<file path="src/rtl/multiword_adder_pkg.sv">
// Shared constants, FSM encoding and carry-lookahead helper functions for the
// multi-word sequential adder and its 16-bit CLA slice.
package multiword_adder_pkg;

  localparam int SLICE_W  = 16;
  localparam int SLICE_LG = 4;

  localparam logic [1:0] ST_IDLE = 2'd0;
  localparam logic [1:0] ST_RUN  = 2'd1;
  localparam logic [1:0] ST_DONE = 2'd2;

  function automatic int idx_w(input int words);
    return $clog2(words);
  endfunction

  // Lookahead carries into bits 1..3 of a 4-bit group, returned as {c3, c2, c1}.
  function automatic logic [2:0] cla3(input logic [2:0] g, input logic [2:0] p, input logic c);
    logic c1;
    logic c2;
    logic c3;
    c1 = g[0] | (p[0] & c);
    c2 = g[1] | (p[1] & g[0]) | (p[1] & p[0] & c);
    c3 = g[2] | (p[2] & g[1]) | (p[2] & p[1] & g[0]) | (p[2] & p[1] & p[0] & c);
    return {c3, c2, c1};
  endfunction

  function automatic logic gen4(input logic [3:0] g, input logic [3:0] p);
    return g[3] | (p[3] & g[2]) | (p[3] & p[2] & g[1]) | (p[3] & p[2] & p[1] & g[0]);
  endfunction

endpackage

</file>
<file path="src/rtl/multiword_adder_if.sv">
// Request/result bundle between the operand source and the multi-word adder.
interface multiword_adder_if #(parameter int WORDS = 4);
  import multiword_adder_pkg::*;

  localparam int N = SLICE_W * WORDS;

  logic         start;
  logic         sub;
  logic [N-1:0] a;
  logic [N-1:0] b;
  logic         cin;
  logic         busy;
  logic         done;
  logic [N-1:0] sum;
  logic         cout;
  logic         overflow;

  modport master (output start, sub, a, b, cin,
                  input  busy, done, sum, cout, overflow);
  modport slave  (input  start, sub, a, b, cin,
                  output busy, done, sum, cout, overflow);
endinterface

</file>
<file path="src/rtl/multiword_adder_cla.sv">
// 16-bit two-level carry-lookahead adder: 4-bit groups with group generate/propagate.
module sixteenbitscarrylookaheadadder
  import multiword_adder_pkg::*;
(
  input  logic [15:0] a_i,
  input  logic [15:0] b_i,
  input  logic        cin_i,
  output logic [15:0] sum_o,
  output logic        cout_o
);

  logic [15:0] g_s;
  logic [15:0] p_s;
  logic [15:0] c_s;
  logic [3:0]  gg_s;
  logic [3:0]  gp_s;
  logic [2:0]  gc_s;
  logic [3:0]  gcin_s;

  assign g_s    = a_i & b_i;
  assign p_s    = a_i ^ b_i;
  assign gc_s   = cla3(gg_s[2:0], gp_s[2:0], cin_i);
  assign gcin_s = {gc_s, cin_i};

  for (genvar k = 0; k < 4; k++) begin : g_grp
    logic [2:0] cg_s;
    assign gg_s[k]         = gen4(g_s[4*k +: 4], p_s[4*k +: 4]);
    assign gp_s[k]         = &p_s[4*k +: 4];
    assign cg_s            = cla3(g_s[4*k +: 3], p_s[4*k +: 3], gcin_s[k]);
    assign c_s[4*k +: 4]   = {cg_s, gcin_s[k]};
  end

  assign sum_o  = p_s ^ c_s;
  assign cout_o = gen4(gg_s, gp_s) | ((&gp_s) & cin_i);

endmodule

</file>
<file path="src/rtl/multiword_adder.sv">
// Sequential WORDS x 16-bit adder/subtractor: one CLA slice per clock, LS slice
// first, slice carry held in a register between cycles.
module multiword_adder
  import multiword_adder_pkg::*;
#(
  parameter int WORDS = 4
) (
  input logic              clk,
  input logic              rst,
  multiword_adder_if.slave bus
);

  localparam int N  = SLICE_W * WORDS;
  localparam int IW = idx_w(WORDS);
  localparam logic [IW-1:0] LAST_IDX = IW'(WORDS - 1);

  logic [1:0]    state_q, state_d;
  logic [IW-1:0] idx_q, idx_d;
  logic          carry_q, carry_d;
  logic [N-1:0]  a_q, a_d;
  logic [N-1:0]  beff_q, beff_d;
  logic [N-1:0]  sum_q, sum_d;
  logic          cout_q, cout_d;
  logic          ovf_q, ovf_d;
  logic          busy_q, busy_d;
  logic          done_q, done_d;

  logic [IW+SLICE_LG-1:0] base_s;
  logic [SLICE_W-1:0]     cla_a_s;
  logic [SLICE_W-1:0]     cla_b_s;
  logic [SLICE_W-1:0]     cla_sum_s;
  logic                   cla_cout_s;

  assign base_s  = {idx_q, {SLICE_LG{1'b0}}};
  assign cla_a_s = a_q[base_s +: SLICE_W];
  assign cla_b_s = beff_q[base_s +: SLICE_W];

  sixteenbitscarrylookaheadadder u_cla (
    .a_i    (cla_a_s),
    .b_i    (cla_b_s),
    .cin_i  (carry_q),
    .sum_o  (cla_sum_s),
    .cout_o (cla_cout_s)
  );

  // Next-state: operand capture in IDLE, per-slice write-back in RUN.
  always_comb begin
    state_d = state_q;
    idx_d   = idx_q;
    carry_d = carry_q;
    a_d     = a_q;
    beff_d  = beff_q;
    sum_d   = sum_q;
    cout_d  = cout_q;
    ovf_d   = ovf_q;
    case (state_q)
      ST_IDLE: begin
        if (bus.start) begin
          a_d     = bus.a;
          beff_d  = bus.sub ? ~bus.b : bus.b;
          carry_d = bus.sub ? 1'b1 : bus.cin;
          idx_d   = '0;
          state_d = ST_RUN;
        end else begin
          state_d = ST_IDLE;
        end
      end
      ST_RUN: begin
        sum_d[base_s +: SLICE_W] = cla_sum_s;
        carry_d                  = cla_cout_s;
        if (idx_q == LAST_IDX) begin
          cout_d  = cla_cout_s;
          ovf_d   = (a_q[N-1] == beff_q[N-1]) & (cla_sum_s[SLICE_W-1] != a_q[N-1]);
          state_d = ST_DONE;
        end else begin
          idx_d = idx_q + IW'(1);
        end
      end
      ST_DONE: begin
        state_d = ST_IDLE;
      end
      default: begin
        state_d = ST_IDLE;
      end
    endcase
    busy_d = (state_d != ST_IDLE);
    done_d = (state_d == ST_DONE);
  end

  // State and output registers with synchronous reset.
  always_ff @(posedge clk) begin
    if (rst) begin
      state_q <= ST_IDLE;
      idx_q   <= '0;
      carry_q <= 1'b0;
      a_q     <= '0;
      beff_q  <= '0;
      sum_q   <= '0;
      cout_q  <= 1'b0;
      ovf_q   <= 1'b0;
      busy_q  <= 1'b0;
      done_q  <= 1'b0;
    end else begin
      state_q <= state_d;
      idx_q   <= idx_d;
      carry_q <= carry_d;
      a_q     <= a_d;
      beff_q  <= beff_d;
      sum_q   <= sum_d;
      cout_q  <= cout_d;
      ovf_q   <= ovf_d;
      busy_q  <= busy_d;
      done_q  <= done_d;
    end
  end

  assign bus.busy     = busy_q;
  assign bus.done     = done_q;
  assign bus.sum      = sum_q;
  assign bus.cout     = cout_q;
  assign bus.overflow = ovf_q;

endmodule

</file>
<file path="src/flat_wrapper.sv">
// flat-port wrapper written by rule: the top's interface ports become plain ports
module multiword_adder_flat import multiword_adder_pkg::*;
#(
  parameter int WORDS = 4
)
  (clk, rst, bus_start, bus_sub, bus_a, bus_b, bus_cin, bus_busy, bus_done, bus_sum, bus_cout, bus_overflow);
  multiword_adder_if #(.WORDS(WORDS)) bus_i ();
  input logic clk;
  input logic rst;
  input wire logic [$bits(bus_i.start)-1:0] bus_start;
  input wire logic [$bits(bus_i.sub)-1:0] bus_sub;
  input wire logic [$bits(bus_i.a)-1:0] bus_a;
  input wire logic [$bits(bus_i.b)-1:0] bus_b;
  input wire logic [$bits(bus_i.cin)-1:0] bus_cin;
  output wire logic [$bits(bus_i.busy)-1:0] bus_busy;
  output wire logic [$bits(bus_i.done)-1:0] bus_done;
  output wire logic [$bits(bus_i.sum)-1:0] bus_sum;
  output wire logic [$bits(bus_i.cout)-1:0] bus_cout;
  output wire logic [$bits(bus_i.overflow)-1:0] bus_overflow;
  assign bus_i.start = bus_start;
  assign bus_i.sub = bus_sub;
  assign bus_i.a = bus_a;
  assign bus_i.b = bus_b;
  assign bus_i.cin = bus_cin;
  assign bus_busy = bus_i.busy;
  assign bus_done = bus_i.done;
  assign bus_sum = bus_i.sum;
  assign bus_cout = bus_i.cout;
  assign bus_overflow = bus_i.overflow;
  multiword_adder #(.WORDS(WORDS)) u_core (.clk(clk), .rst(rst), .bus(bus_i));
endmodule
</file>
<file path="config.mk">
export PLATFORM = sky130hd
export DESIGN_NAME = multiword_adder_flat
export DESIGN_NICKNAME = d
export VERILOG_FILES = /design/src/rtl/multiword_adder_pkg.sv /design/src/rtl/multiword_adder_if.sv /design/src/rtl/multiword_adder_cla.sv /design/src/rtl/multiword_adder.sv /design/src/flat_wrapper.sv
export SDC_FILE = /design/constraint.sdc
export NUM_CORES = 1
export LEC_CHECK = 0
export BUFFER_PORTS_ARGS = -buffer_cell sky130_fd_sc_hd__buf_4
export CORE_ASPECT_RATIO = 0.9
export CORE_UTILIZATION = 59
export CTS_CLUSTER_DIAMETER = 50
export DETAILED_ROUTE_END_ITERATION = 12
export PLACE_DENSITY = 0.86
export REMOVE_ABC_BUFFERS = 1
export SLEW_MARGIN = 5
export SYNTH_ARGS = -nofsm -noshare
export SYNTH_HDL_FRONTEND = slang
export SYNTH_SLANG_ARGS = --single-unit
</file>
<file path="constraint.sdc">
create_clock -name clk -period 11.7 [get_ports clk]
set_input_delay 3.51 -clock clk [delete_from_list [all_inputs] [get_ports clk]]
set_output_delay 3.51 -clock clk [all_outputs]
set_load 0.005 [all_outputs]
</file>
Yosys cells after proc, flatten, opt, wreduce, memory -nomap -nowiden
Index checks and enable logic that the tools add are counted.

storage, ports and cells
  register bits = 201
  input bits = 133
  output and inout port bits = 68
  word-level logic and storage cells = 168

cells by class
  add/sub/neg operators = 2
  eq/ne operators = 7
  shift-type cells = 4
  mux-type cells = 11
  bitwise operators = 122
  reduce and logical (&&, ||, !) cells = 12

operators by type and width
  cell                       count
  $shiftx A64 B7 Y16         2
  $and A1 B1 Y1              72
  $bwmux W64                 1
  $mux W64                   1
  $not A64 Y64               1
  $shift A16 B8 Y64 const A  1
  $shiftx A16 B8 Y64         1
  $or A1 B1 Y1               46
  $xor A16 B16 Y16           2
  $and A16 B16 Y16           1
  $reduce_and A16 Y1         1
  $reduce_and A4 Y1          4
  $neg A6 Y8                 1
  $pmux W2 S2                2
  $mux W2                    3
  $reduce_and A2 Y1          3
  $eq A2 B2 Y1 const B       2
  $ne A2 B2 Y1 const B       2
  $reduce_bool A2 Y1         2
  $mux W1                    3
  $reduce_and A3 Y1          1
  $add A2 B1 Y2 const B      1
  $eq A2 B1 Y1 const B       1
  $logic_not A2 Y1           1
  other kinds (3)            3

Logic depth before layout (Yosys ltp)
  depth after elaboration = 15
  gate-level depth with buffers = 13
  gate-level depth less buffers = 10

Cells and area by module
A second synthesis with hierarchy kept.

second synthesis, totals
  cells, all modules = 1021
  area total of the unflattened synthesis = 9362.7 um^2

by module, submodules not included
  module                          instances  cells each  area an instance (um^2)  seq. area each (um^2)
  multiword_adder                 1          924         8543.2                   4023.9
  sixteenbitscarrylookaheadadder  1          97          819.5                    0.0

Worst setup path before layout
Ideal clock, no wire load.

  path kind = input port to flip-flop
  start point = in bus_sub
  end point = reg u_core.beff_q[15]
  library setup time = 86 ps
  data arrival time = 4498 ps
  data required time = 11614 ps
  setup slack = 7116 ps
  stages = 4
  path buffers = 2
  path through = buf_2 > buf_1 > xnor2_1 > a211oi_1

on the way
  word-level cells in the longest chain between the ends = 1

RTL lines
  element               RTL line                source
  start, declared       flat_wrapper.sv:11      input wire logic [$bits(bus_i.sub)-1:0] bus_sub;
  $mux W64              multiword_adder.sv:60   beff_d = bus.sub ? ~bus.b : bus.b;
  end signal, assigned  multiword_adder.sv:97   beff_q <= '0;
  end signal, assigned  multiword_adder.sv:108  beff_q <= beff_d;
  end, declared         multiword_adder.sv:21   logic [N-1:0] beff_q, beff_d;

No other way between the ends.
A chain may end at the register's enable or synchronous reset.

Worst setup path after layout
  start point = in bus_start
  end point = reg u_core.beff_q[43]

on the way
  word-level cells in the longest chain between the ends = 1

RTL lines
  element                             RTL line            source
  start, declared                     flat_wrapper.sv:10  input wire logic [$bits(bus_i.start)-1:0] bus_start;
  $reduce_and A2 Y1 (no source line)  n/a

No other way between the ends.

==> flow_summary.toml <==
[status]
outcome = "finished clean"

[worst_setup_path]
worst_setup_path_end_kind = "flop"
startpoint_type = "input port"
cell_with_the_most_instances_on_the_worst_path = "buf_4"
worst-setup-path-type = "in -> reg"
cp.buffers_inverters = 2
slowest_cp_cell = "and2_4"
critical_path_arrival_ps = 5630
crit_start = "bus_start"
worst_ep_required_time_ps = 12070
worst_path_dominant_cell_family = "simple AND/OR/NAND/NOR gates"
cp_cell_sequence = "buf_4, and2_4, buf_4, nor2_1, a211oi_1"
delay_contributed_by_the_slowest_stage_of_the_critical_path_ps = 800
crit_fanout = 107
timing.rr.start = "u_core.idx_q[0]"

[power_and_ir_drop]
power.density_cell_area_mw_per_mm2 = 148
p_leak_nw = 4.49
power.ir.vdd_worst_mv = 0.0767

[yosys]
yosysTopAreaCellShare = 0.449
synth.yosys.warnings = 0
synth_area_mm2 = 0.00897
seq_area_frac_synth = 0.449
syn_area_cell_um2 = 9.34
synth-async-reset-ratio = 0
netlist_top_cells_area = "dfxtp_1 (45%), mux4_2 (8.0%), xnor2_1 (6.6%)"
synth-seq-cells = 201
synthFlopType = "dfxtp_1"
synth_top_area_cell = "dfxtp_1"
synth.distinct_cells = 53
netlist_instances = 961
synth-edff-count = 0

[timing]
timing_max_transition_violations_final = 0
grt_setup_unrepaired = "no"
clock-skew-final_ps = 17.4
postLayoutSetupSlackWorst_ps = 6440
max-slew-margin-rel = 0.197
layout_worst_path_cycle_share = 0.449
finalHoldViolCount = 0
fmax_ghz = 0.190
worst_margin_pin_slew_ps = 1200
setup_viol = 0
timing.final.crit_period_ps = 5260
tns_ps = 0

[hold_path]
hp-class = "reg -> reg"
hold_path.startpoint = "u_core.a_q[40]"

[clock_network]
cts_tree = "done"
htree_levels = 1
cts-buffers-inserted = 21
clockBufferDepth = 3
root_buffer = "clkbuf_16"
cts_resized = 0
cts_setup_buffers = 0
cts.sinks = 201
cts.clk_slew.worst_paths_ps = 60
hold_buffers = 0
clock_latency_ps = 490

[global_route]
globalRouteTotalUtil = 0.285
first_pass_grt_wire_length_mm = 36.0
grt_start_max_net_pins = 110
grt_antenna_before_repair = 0
grt.overflow.total = 0
first_global_vias = 7237

[detailed_routing]
drt-initial-drc-count = 602
route.detailed.drc = 0
wirelength_mm = 22.6
detailroute.via_count = 7651
post_drt_via_cell_ratio = 5.75
postRouteAntennaNets = 0
routedWlPerCell_um = 17.0
first_pass_iters = 5

[floorplanning]
rows = 42
initial_utilization = 0.608
dieWidth_um = 132
floorplan.die.height_um = 119
io-pin-count = 201
die_footprint_mm2 = 0.0157
core_region_area_mm2 = 0.0148

[flow_run]
drv.max_cap_violation_count = 0

[cells_and_area]
finalNonFillerCells = 1330
synthToLayoutAreaGrowth_pct = 24.6
finish.net_count = 1277
final_standard_cell_utilization_of_the_core = 0.757
n_fill_cell = 1052
drive_gt1_frac = 0.254
n_antenna_cell = 0

[placed_design]
dpl_worst_slack_ps = 6020
port_buffers = 200
detailedPlacementHpwl_mm = 15.2
gpl.final_weighted_congestion = 0.831
placed_cells = 1293
==> report_power, final <==
part / total (W) / internal (W) / switching [W]
sequential: 0.000741 / 0.000720 / 0.0000213
combinational: 0.000247 / 0.000112 / 0.000135
clock: 0.000670 / 0.000406 / 0.000263
total: 0.00166 / 0.00124 / 0.000420
==> per-layer routing <==
| metal | track usage | up-vias | routed length, um |
|---|---|---|---|
| met5 | 0 | - | 0 |
| met1 | 0.380 | 3621 | 9970 |
| met3 | 0.0404 | 45 | 1390 |
| met2 | 0.476 | 305 | 10600 |
| met4 | 0.0945 | 0 | 623 |
| li1 | - | 3680 | - |
==> cells in the mapped netlist (all sizes together), types with 2 or more instances <==
library cell	number
clkbuf	55
inv	7
nor2	131
a21oi	78
mux4	32
nand2b	4
nand2	152
a22oi	47
fa	4
o21ai	18
nor2b	4
nand3b	2
xor2	4
buf	18
a32oi	8
dfxtp	201
a211oi	69
ha	22
xnor2	68
a311oi	2
nor4b	2
o211a	2
a21boi	3
a21o	4
o21bai	2
and2	2
==> state kept, by name, summed over array words and instances (netlist names) <==
| register | cells |
|---|---|
| u_core.bus.overflow | 1 |
| u_core.state_q | 2 |
| u_core.beff_q | 64 |
| u_core.idx_q | 2 |
| u_core.bus.busy | 1 |
| u_core.bus.done | 1 |
| u_core.bus.cout | 1 |
| u_core.bus.sum | 64 |
| u_core.a_q | 64 |
| u_core.carry_q | 1 |
==> through the flow <==
step / cell area, um^2 / hold slack (ps) / power [W]
2_1_floorplan: 8660 / 427 / 0.000904
3_3_place_gp: 10500 / 439 / 0.000992
3_5_place_dp: 10500 / 446 / 0.00100
4_1_cts: 11200 / 455 / 0.00166
5_1_grt: 11200 / 475 / 0.00172
6_report: 11200 / 452 / 0.00166
==> worst reg2reg max path, cell delays in order (launching register included) <==
cell      delay (ps)
dfxtp_2          720
buf_4            500
mux4_2           610
ha_1             410
a21o_1           230
a21o_1           220
a221oi_4         350
nand2_1          170
fa_1             450
xor2_1           390
a22oi_1          130
nor2_1           140
==> cells in the final DEF (no fill, tap or decap), types with 21 or more instances in the layout <==
cell type	n
a211oi_1	67
ha_1	22
clkbuf_16	21
buf_4	207
nor2_1	131
mux4_2	32
xnor2_1	68
a21oi_1	78
a22oi_1	47
nand2_1	150
dfxtp_1	199
==> cells by family (layout without fill, tap and decap cells) <==
family	after synthesis	count (layout)	share of synthesized area
AOI/OAI and AO/OA	241	241	0.181
xor gates and xnor gates	72	72	0.0703
adders and majority gates	26	26	0.0396
buffers and inverters	81	252	0.0377
DFF	201	201	0.449
muxes	34	34	0.0827
and+or+nand+nor	306	306	0.140
==> final timing paths <==
| check | endpoint | slack [ps] | cells after the start |
|---|---|---|---|
| setup reg to reg | u_core.bus.sum[61] | 7320 | 11 |
| hold reg to reg | u_core.a_q[40] | 450 | 2 |
| hold / removal | u_core.a_q[40] | 450 | 2 |
| setup / recovery | u_core.beff_q[43] | 6440 | 5 |
==> final cells by class <==
cell class              count  area (um^2)  share of cell area
clock buffers              30          609              0.0545
clock inverters             7         88.8             0.00795
inverters                   7         26.3             0.00235
multi-input cells         679         4610               0.413
flip-flops and latches    201         4030               0.360
well taps                 198          248              0.0222
repair buffers            208         1570               0.140
No activity file was read; power rests on OpenSTA's default activity.
